==> config.mk <==
export PLATFORM = sky130hd
export DESIGN_NAME = fetch_stage
export DESIGN_NICKNAME = d
export VERILOG_FILES = /design/src/rtl/fetch_pkg.sv /design/src/rtl/fetch_fifo.sv /design/src/rtl/fetch_stage.sv
export SDC_FILE = /design/constraint.sdc
export NUM_CORES = 1
export LEC_CHECK = 0
export BUFFER_PORTS_ARGS = -buffer_cell sky130_fd_sc_hd__buf_2
export CORE_MARGIN = 2
export CORE_UTILIZATION = 40
export CTS_BUF_LIST = sky130_fd_sc_hd__clkbuf_8
export CTS_CLUSTER_SIZE = 24
export DETAILED_ROUTE_END_ITERATION = 6
export GPL_TIMING_DRIVEN = 0
export PLACE_DENSITY_LB_ADDON = 0.15
export SLEW_MARGIN = 20
export SYNTH_ARGS = -nofsm -noshare
export SYNTH_HDL_FRONTEND = slang
export SYNTH_SLANG_ARGS = --single-unit
==> constraint.sdc <==
create_clock -name clk -period 10.73 [get_ports clk]
set_input_delay 2.146 -clock clk [delete_from_list [all_inputs] [get_ports clk]]
set_output_delay 2.146 -clock clk [all_outputs]
set_load 0.05 [all_outputs]
==> src/rtl/fetch_pkg.sv <==
// Shared types and constants for the instruction-fetch stage.
// The entry PC width below must match the fetch_stage BUS_DATA_WIDTH parameter.
package fetch_pkg;

    localparam int          FETCH_ADDR_W = 64;
    localparam logic [31:0] NOP_INS      = 32'h0000_0013;

    typedef struct packed {
        logic [FETCH_ADDR_W-1:0] pc;
        logic [31:0]             ins;
    } fetch_entry_t;

    typedef enum logic [1:0] {
        BOOT  = 2'd0,
        RUN   = 2'd1,
        DRAIN = 2'd2
    } fetch_state_t;

    function automatic logic [31:0] sat_add32(input logic [31:0] cnt, input logic [31:0] inc);
        logic [32:0] sum;
        sum = {1'b0, cnt} + {1'b0, inc};
        if (sum[32]) begin
            return 32'hFFFF_FFFF;
        end else begin
            return sum[31:0];
        end
    endfunction

endpackage

==> src/rtl/fetch_fifo.sv <==
// Synchronous instruction buffer of fetch entries with push/pop/clear and occupancy count.
module fetch_fifo import fetch_pkg::*; #(
    parameter int DEPTH = 4,
    parameter int CNT_W = $clog2(DEPTH) + 1
) (
    input  logic             clk,
    input  logic             reset,
    input  logic             clear,
    input  logic             push,
    input  fetch_entry_t     push_data,
    input  logic             pop,
    output fetch_entry_t     head,
    output logic [CNT_W-1:0] count
);

    localparam int               PTR_W    = $clog2(DEPTH);
    localparam logic [CNT_W-1:0] FULL_CNT = CNT_W'(DEPTH);
    localparam logic [CNT_W-1:0] ZERO_CNT = {CNT_W{1'b0}};

    fetch_entry_t     mem_r [DEPTH];
    logic [PTR_W-1:0] rd_ptr_r;
    logic [PTR_W-1:0] wr_ptr_r;
    logic [CNT_W-1:0] count_r;
    logic             do_push_s;
    logic             do_pop_s;

    // A push into a full buffer is legal only when the head leaves in the same cycle.
    always_comb begin
        do_pop_s  = pop && (count_r != ZERO_CNT);
        do_push_s = push && ((count_r != FULL_CNT) || do_pop_s);
    end

    // Storage, pointers and occupancy.
    always_ff @(posedge clk) begin
        if (reset) begin
            rd_ptr_r <= {PTR_W{1'b0}};
            wr_ptr_r <= {PTR_W{1'b0}};
            count_r  <= ZERO_CNT;
            for (int i = 0; i < DEPTH; i++) begin
                mem_r[i] <= '0;
            end
        end else if (clear) begin
            rd_ptr_r <= {PTR_W{1'b0}};
            wr_ptr_r <= {PTR_W{1'b0}};
            count_r  <= ZERO_CNT;
        end else begin
            if (do_push_s) begin
                mem_r[wr_ptr_r] <= push_data;
                wr_ptr_r        <= wr_ptr_r + PTR_W'(1);
            end
            if (do_pop_s) begin
                rd_ptr_r <= rd_ptr_r + PTR_W'(1);
            end
            count_r <= count_r + CNT_W'(do_push_s) - CNT_W'(do_pop_s);
        end
    end

    assign head  = mem_r[rd_ptr_r];
    assign count = count_r;

endmodule

==> src/rtl/fetch_stage.sv <==
// Instruction-fetch stage: PC generation, credit-limited bus requests, redirect squash and decode buffer.
// Optional feature macro: FETCH_PERF_COUNTERS_EN adds fetched/squash/stall counters and their ports.
module fetch_stage import fetch_pkg::*; #(
    parameter int                        BUS_DATA_WIDTH = FETCH_ADDR_W,
    parameter int                        FIFO_DEPTH     = 4,
    parameter logic [BUS_DATA_WIDTH-1:0] RESET_PC       = '0
) (
    input  logic                      clk,
    input  logic                      reset,
    input  logic                      inRedirect,
    input  logic [BUS_DATA_WIDTH-1:0] inRedirectPc,
    input  logic                      inStall,
    output logic                      outReqValid,
    output logic [BUS_DATA_WIDTH-1:0] outReqAddr,
    input  logic                      inReqReady,
    input  logic                      inRespValid,
    input  logic [31:0]               inRespData,
    output logic [BUS_DATA_WIDTH-1:0] outPc,
    output logic [31:0]               outIns,
    output logic                      outValid
`ifdef FETCH_PERF_COUNTERS_EN
    ,
    output logic [31:0]               outFetchedCnt,
    output logic [31:0]               outSquashCnt,
    output logic [31:0]               outStallCnt
`endif
);

    localparam int                        CNT_W        = $clog2(FIFO_DEPTH) + 1;
    localparam logic [CNT_W-1:0]          ZERO_CNT     = {CNT_W{1'b0}};
    localparam logic [CNT_W:0]            CREDIT_LIMIT = (CNT_W + 1)'(FIFO_DEPTH);
    localparam logic [BUS_DATA_WIDTH-1:0] PC_STEP      = BUS_DATA_WIDTH'(4);
    localparam logic [BUS_DATA_WIDTH-1:0] ALIGN_MASK   = ~BUS_DATA_WIDTH'(3);
    localparam logic [1:0]                ST_BOOT      = BOOT;
    localparam logic [1:0]                ST_RUN       = RUN;
    localparam logic [1:0]                ST_DRAIN     = DRAIN;

    logic [1:0]                state_r, state_nxt_s;
    logic [BUS_DATA_WIDTH-1:0] fetch_pc_r, fetch_pc_nxt_s;
    logic [BUS_DATA_WIDTH-1:0] resp_pc_r, resp_pc_nxt_s;
    logic [CNT_W-1:0]          outstanding_r, outstanding_nxt_s;
    logic [CNT_W-1:0]          drop_cnt_r, drop_cnt_nxt_s;
    logic [CNT_W-1:0]          fifo_count_s;
    logic [CNT_W:0]            occupancy_s;
    logic                      accept_s, resp_s, drop_s, push_s, pop_s, fifo_valid_s;
    fetch_entry_t              push_entry_s, head_s;

    assign push_entry_s = '{pc: resp_pc_r, ins: inRespData};

    fetch_fifo #(
        .DEPTH (FIFO_DEPTH),
        .CNT_W (CNT_W)
    ) u_fifo (
        .clk       (clk),
        .reset     (reset),
        .clear     (inRedirect),
        .push      (push_s),
        .push_data (push_entry_s),
        .pop       (pop_s),
        .head      (head_s),
        .count     (fifo_count_s)
    );

    // Buffer slots plus in-flight requests form the credit pool, so a returning word always has room.
    always_comb begin
        occupancy_s  = {1'b0, fifo_count_s} + {1'b0, outstanding_r};
        outReqValid  = (state_r != ST_BOOT) && !inRedirect && (occupancy_s < CREDIT_LIMIT);
        outReqAddr   = fetch_pc_r;
        accept_s     = outReqValid && inReqReady;
        resp_s       = inRespValid && (outstanding_r != ZERO_CNT);
        drop_s       = resp_s && !inRedirect && (drop_cnt_r != ZERO_CNT);
        push_s       = resp_s && !inRedirect && (drop_cnt_r == ZERO_CNT);
        fifo_valid_s = (fifo_count_s != ZERO_CNT);
        pop_s        = fifo_valid_s && !inStall && !inRedirect;
    end

    // Decode view of the buffer head, presenting a NOP while empty.
    always_comb begin
        outValid = fifo_valid_s;
        if (fifo_valid_s) begin
            outPc  = head_s.pc;
            outIns = head_s.ins;
        end else begin
            outPc  = {BUS_DATA_WIDTH{1'b0}};
            outIns = NOP_INS;
        end
    end

    // Redirect restarts both PCs and turns every surviving in-flight request into one to drop.
    always_comb begin
        fetch_pc_nxt_s    = fetch_pc_r;
        resp_pc_nxt_s     = resp_pc_r;
        outstanding_nxt_s = outstanding_r;
        drop_cnt_nxt_s    = drop_cnt_r;
        state_nxt_s       = state_r;
        if (inRedirect) begin
            fetch_pc_nxt_s    = inRedirectPc & ALIGN_MASK;
            resp_pc_nxt_s     = inRedirectPc & ALIGN_MASK;
            drop_cnt_nxt_s    = outstanding_r - CNT_W'(resp_s);
            outstanding_nxt_s = outstanding_r - CNT_W'(resp_s);
        end else begin
            if (accept_s) begin
                fetch_pc_nxt_s = fetch_pc_r + PC_STEP;
            end else begin
                fetch_pc_nxt_s = fetch_pc_r;
            end
            if (push_s) begin
                resp_pc_nxt_s = resp_pc_r + PC_STEP;
            end else begin
                resp_pc_nxt_s = resp_pc_r;
            end
            outstanding_nxt_s = outstanding_r + CNT_W'(accept_s) - CNT_W'(resp_s);
            drop_cnt_nxt_s    = drop_cnt_r - CNT_W'(drop_s);
        end
        case (state_r)
            ST_BOOT:  state_nxt_s = ST_RUN;
            ST_RUN,
            ST_DRAIN: state_nxt_s = (drop_cnt_nxt_s != ZERO_CNT) ? ST_DRAIN : ST_RUN;
            default:  state_nxt_s = ST_BOOT;
        endcase
    end

    // Control state registers.
    always_ff @(posedge clk) begin
        if (reset) begin
            state_r       <= ST_BOOT;
            fetch_pc_r    <= RESET_PC;
            resp_pc_r     <= RESET_PC;
            outstanding_r <= ZERO_CNT;
            drop_cnt_r    <= ZERO_CNT;
        end else begin
            state_r       <= state_nxt_s;
            fetch_pc_r    <= fetch_pc_nxt_s;
            resp_pc_r     <= resp_pc_nxt_s;
            outstanding_r <= outstanding_nxt_s;
            drop_cnt_r    <= drop_cnt_nxt_s;
        end
    end

`ifdef FETCH_PERF_COUNTERS_EN
    logic [31:0] fetched_cnt_r, squash_cnt_r, stall_cnt_r;
    logic [31:0] squash_inc_s;

    // Squashed work: dropped stale responses, or on redirect the flushed entries plus any response that cycle.
    always_comb begin
        if (inRedirect) begin
            squash_inc_s = 32'(fifo_count_s) + 32'(resp_s);
        end else begin
            squash_inc_s = 32'(drop_s);
        end
    end

    // Saturating performance counters.
    always_ff @(posedge clk) begin
        if (reset) begin
            fetched_cnt_r <= 32'd0;
            squash_cnt_r  <= 32'd0;
            stall_cnt_r   <= 32'd0;
        end else begin
            fetched_cnt_r <= sat_add32(fetched_cnt_r, 32'(push_s));
            squash_cnt_r  <= sat_add32(squash_cnt_r, squash_inc_s);
            stall_cnt_r   <= sat_add32(stall_cnt_r, 32'(fifo_valid_s && inStall));
        end
    end

    assign outFetchedCnt = fetched_cnt_r;
    assign outSquashCnt  = squash_cnt_r;
    assign outStallCnt   = stall_cnt_r;
`endif

endmodule
==> key figures <==
Logic synthesis
  – Avg Inst Size Synth: roughly 11 um^2
  – Synth unique cells: 64
  – Top cell type's share of synthesized area: 46.5%
  – Cell taking the most area after synthesis: edfxtp_1
  – Number of flops mapped to enable cells by yosys: between 300 and 400
  – Sequential fraction of the synthesis area: between 50% and 60%
  – Synth area leaders: edfxtp_1, dfxtp_1, mux4_2, nor2_1, and2_1
  – Most common cell in the netlist: edfxtp_1
  – Main synth FF type: edfxtp_1
  – Cell Area, Synth: between 0.02 and 0.025 mm^2
  – Yosys reg bits: 517
  – Synth top cells by count: edfxtp_1, nor2_1, nand2_1
  – Gate Count Post-Synth: about 2100
  – Syn. warnings: 0
  – Ys async rst share: 0%

Critical path
  – CP Max Fanout: 10
  – CP Class: flip-flop to primary output
  – Reg-to-reg critical path startpoint: outstanding_r[1]
  – CP Capture Type: primary output
  – Crit path DAT: 3.86 ns
  – CP startpoint kind: flip-flop
  – WP data required: between 8 and 9 ns

Run status
  – Status: finished clean

CTS
  – Post-CTS sizing: 0
  – Htree depth: 3
  – Worst-path clk slew: roughly 0.07 ns
  – Post-CTS Setup Bufs: 0
  – Num CTS Buffers: between 80 and 90
  – Clk sinks: about 520
  – Clock buffer depth: 3
  – Cts hold-fix bufs: 0
  – Worst-Skew Late Latency: roughly 0.70 ns
  – Clock Tree Root: clkbuf_8
  – TritonCTS clock tree: yes

Routing
  – DRT iter0 DRCs: 1712
  – Final WL: around 80000 um
  – Final ANT Viol Nets: 0
  – Via count: between 15000 and 20000
  – Residual DRC count: 0
  – DR WL/cell: between 20 and 25 um
  – First-pass DRT Iterations: 6
  – Via density: between 5 and 6

Place
  – I/O Buffers: between 200 and 300
  – Placed cell count: 3209
  – GPL Wtd Cong: just over 0.9
  – Dpl hpwl: around 57000 um

Floorplan
  – Initial Util: between 40% and 50%
  – Chip height: ~250 um
  – Row cnt: 90
  – Die outline width: between 200 and 300 um
  – Core Area: 0.0602 mm^2
  – Die area: around 0.063 mm^2
  – IO Count: between 200 and 300

Finish
  – Fillcell total: 5522
  – Share of cells above drive strength 1: roughly 21%
  – Layout Nets: 2637
  – Layout Cells excl Fill: 3378
  – Ant. Diodes: 0
  – Area growth from synthesis to layout: 19.7%
  – Register area: 0.0141 mm^2
  – Multi-input logic area: approximately 0.0092 mm^2

Job
  – MaxCap Viol Count: 0

Timing
  – Max-slew violations: 0
  – Worst Clk Skew: roughly 0.042 ns
  – Slew headroom: 23.4%
  – Hold Violations, Final: 0
  – Final period utilization: between 50 and 60%
  – Least-Margin Pin Slew: ~1.1 ns
  – Hold slack: 0.518 ns
  – Final setup vio count: 0
  – Crit path time final: ~6 ns
  – RSZ-0062 raised after global routing: false
  – Fmax: 0.167 GHz

Power
  – P_leak: about 11 nW
  – Pwr Total: around 5 mW
  – Worst vdd ir: around 0.08 mV
  – P per Cell Area: 171 mW/mm^2

Global route
  – GRT Overall Usage: around a quarter
  – Grt ovf: 0
  – Initial antenna violation count: 2
  – Global-route wire length before repair: roughly 120000 um
  – Largest net degree at the start of global routing: 20
  – Vias in the first global route: about 19000

Worst hold path
  – Hold Crit Start: outReqAddr[42]
  – Hold Path Class: flip-flop to flip-flop
metrics by stage:
step	cell area, um^2	setup TNS, ns	utilization, %	setup WS, ns
floorplan	24300	0	-	0.345
detailed placement	27300	0	45.3	4.32
CTS	29100	0	48.3	4.51
finish	29100	0	48.3	4.73
global placement	26600	-2392.89	44.1	-6.90
global route	29100	0	48.3	4.45
layout by cell type (no fill, tap or decap), types with 15 or more instances in the layout:
cell type,instances
and4_1,16
edfxtp_1,376
nand2_1,200
mux4_2,94
and3_1,30
a21boi_0,22
clkbuf_1,103
clkbuf_8,109
buf_1,28
a31oi_1,38
a211oi_1,15
o21ai_0,44
nand4_1,45
nor3_1,37
or3_1,21
nor4_1,17
a21oi_1,53
buf_2,261
dfxtp_1,141
nand3_1,51
nor2_1,297
inv_1,158
and2_1,159
buf_16,24
xnor2_1,51
xor2_1,18
layer usage:
metal	routed length, um	up-vias	track usage, %
met2	38100	818	41.2
li1	-	8512	-
met1	34200	9354	34.6
met3	5540	126	3.71
met5	13	-	0
met4	1800	2	7.63
registers in the layout (all words and copies together), names as in the netlist, named ones only:
name and flops:
drop_cnt_r 3, outReqAddr 62, outstanding_r 3, resp_pc_r 62
state_r 2, u_fifo.count 3, u_fifo.mem_r 376, u_fifo.rd_ptr_r 2
u_fifo.wr_ptr_r 2
power by group:
part | switching (mW) | internal [mW] | leakage, nW | total [mW]
sequential | 0.0942 | 2.29 | 5.05 | 2.39
combinational | 0.527 | 0.255 | 5.33 | 0.783
clock | 0.854 | 0.946 | 1.04 | 1.80
logic make-up after synthesis:
kind of cell,Yosys count,share of synthesized area [%]
buffers and inverters,267,4.21
XOR/XNOR,69,2.49
adder cells (fa/ha/maj),16,0.886
other,1,0.0154
AO/OA/AOI/OAI,264,7.09
multiplexers,100,8.97
AND/OR/NAND/NOR,910,18.3
flip-flops,517,58.1
area by class of cell:
type	instances	area share, %
plain buffers	140	1.88
clock buffers	109	5.16
clock inverters	59	0.998
inverters	127	1.64
multi-input cells	1363	31.8
flip-flops and latches	517	48.5
well taps	782	3.36
repair buffers	281	6.71
final timing paths:
| kind | end | slack, ns | cells after the start |
|---|---|---|---|
| max reg2reg | u_fifo.mem_r[2][61] | 6.13 | 7 |
| min | outReqAddr[42] | 0.52 | 2 |
| min reg2reg | outReqAddr[42] | 0.52 | 2 |
| max | outPc[33] | 4.73 | 6 |
worst max-delay path, cell delays in order, from the launching register on:
cell and delay (ns):
dfxtp_1 0.31, clkbuf_1 0.21, buf_1 0.82, buf_1 0.74
mux4_2 0.67, and2_1 0.20, buf_2 0.21
Note: power is estimated with default switching activity, not from simulation.
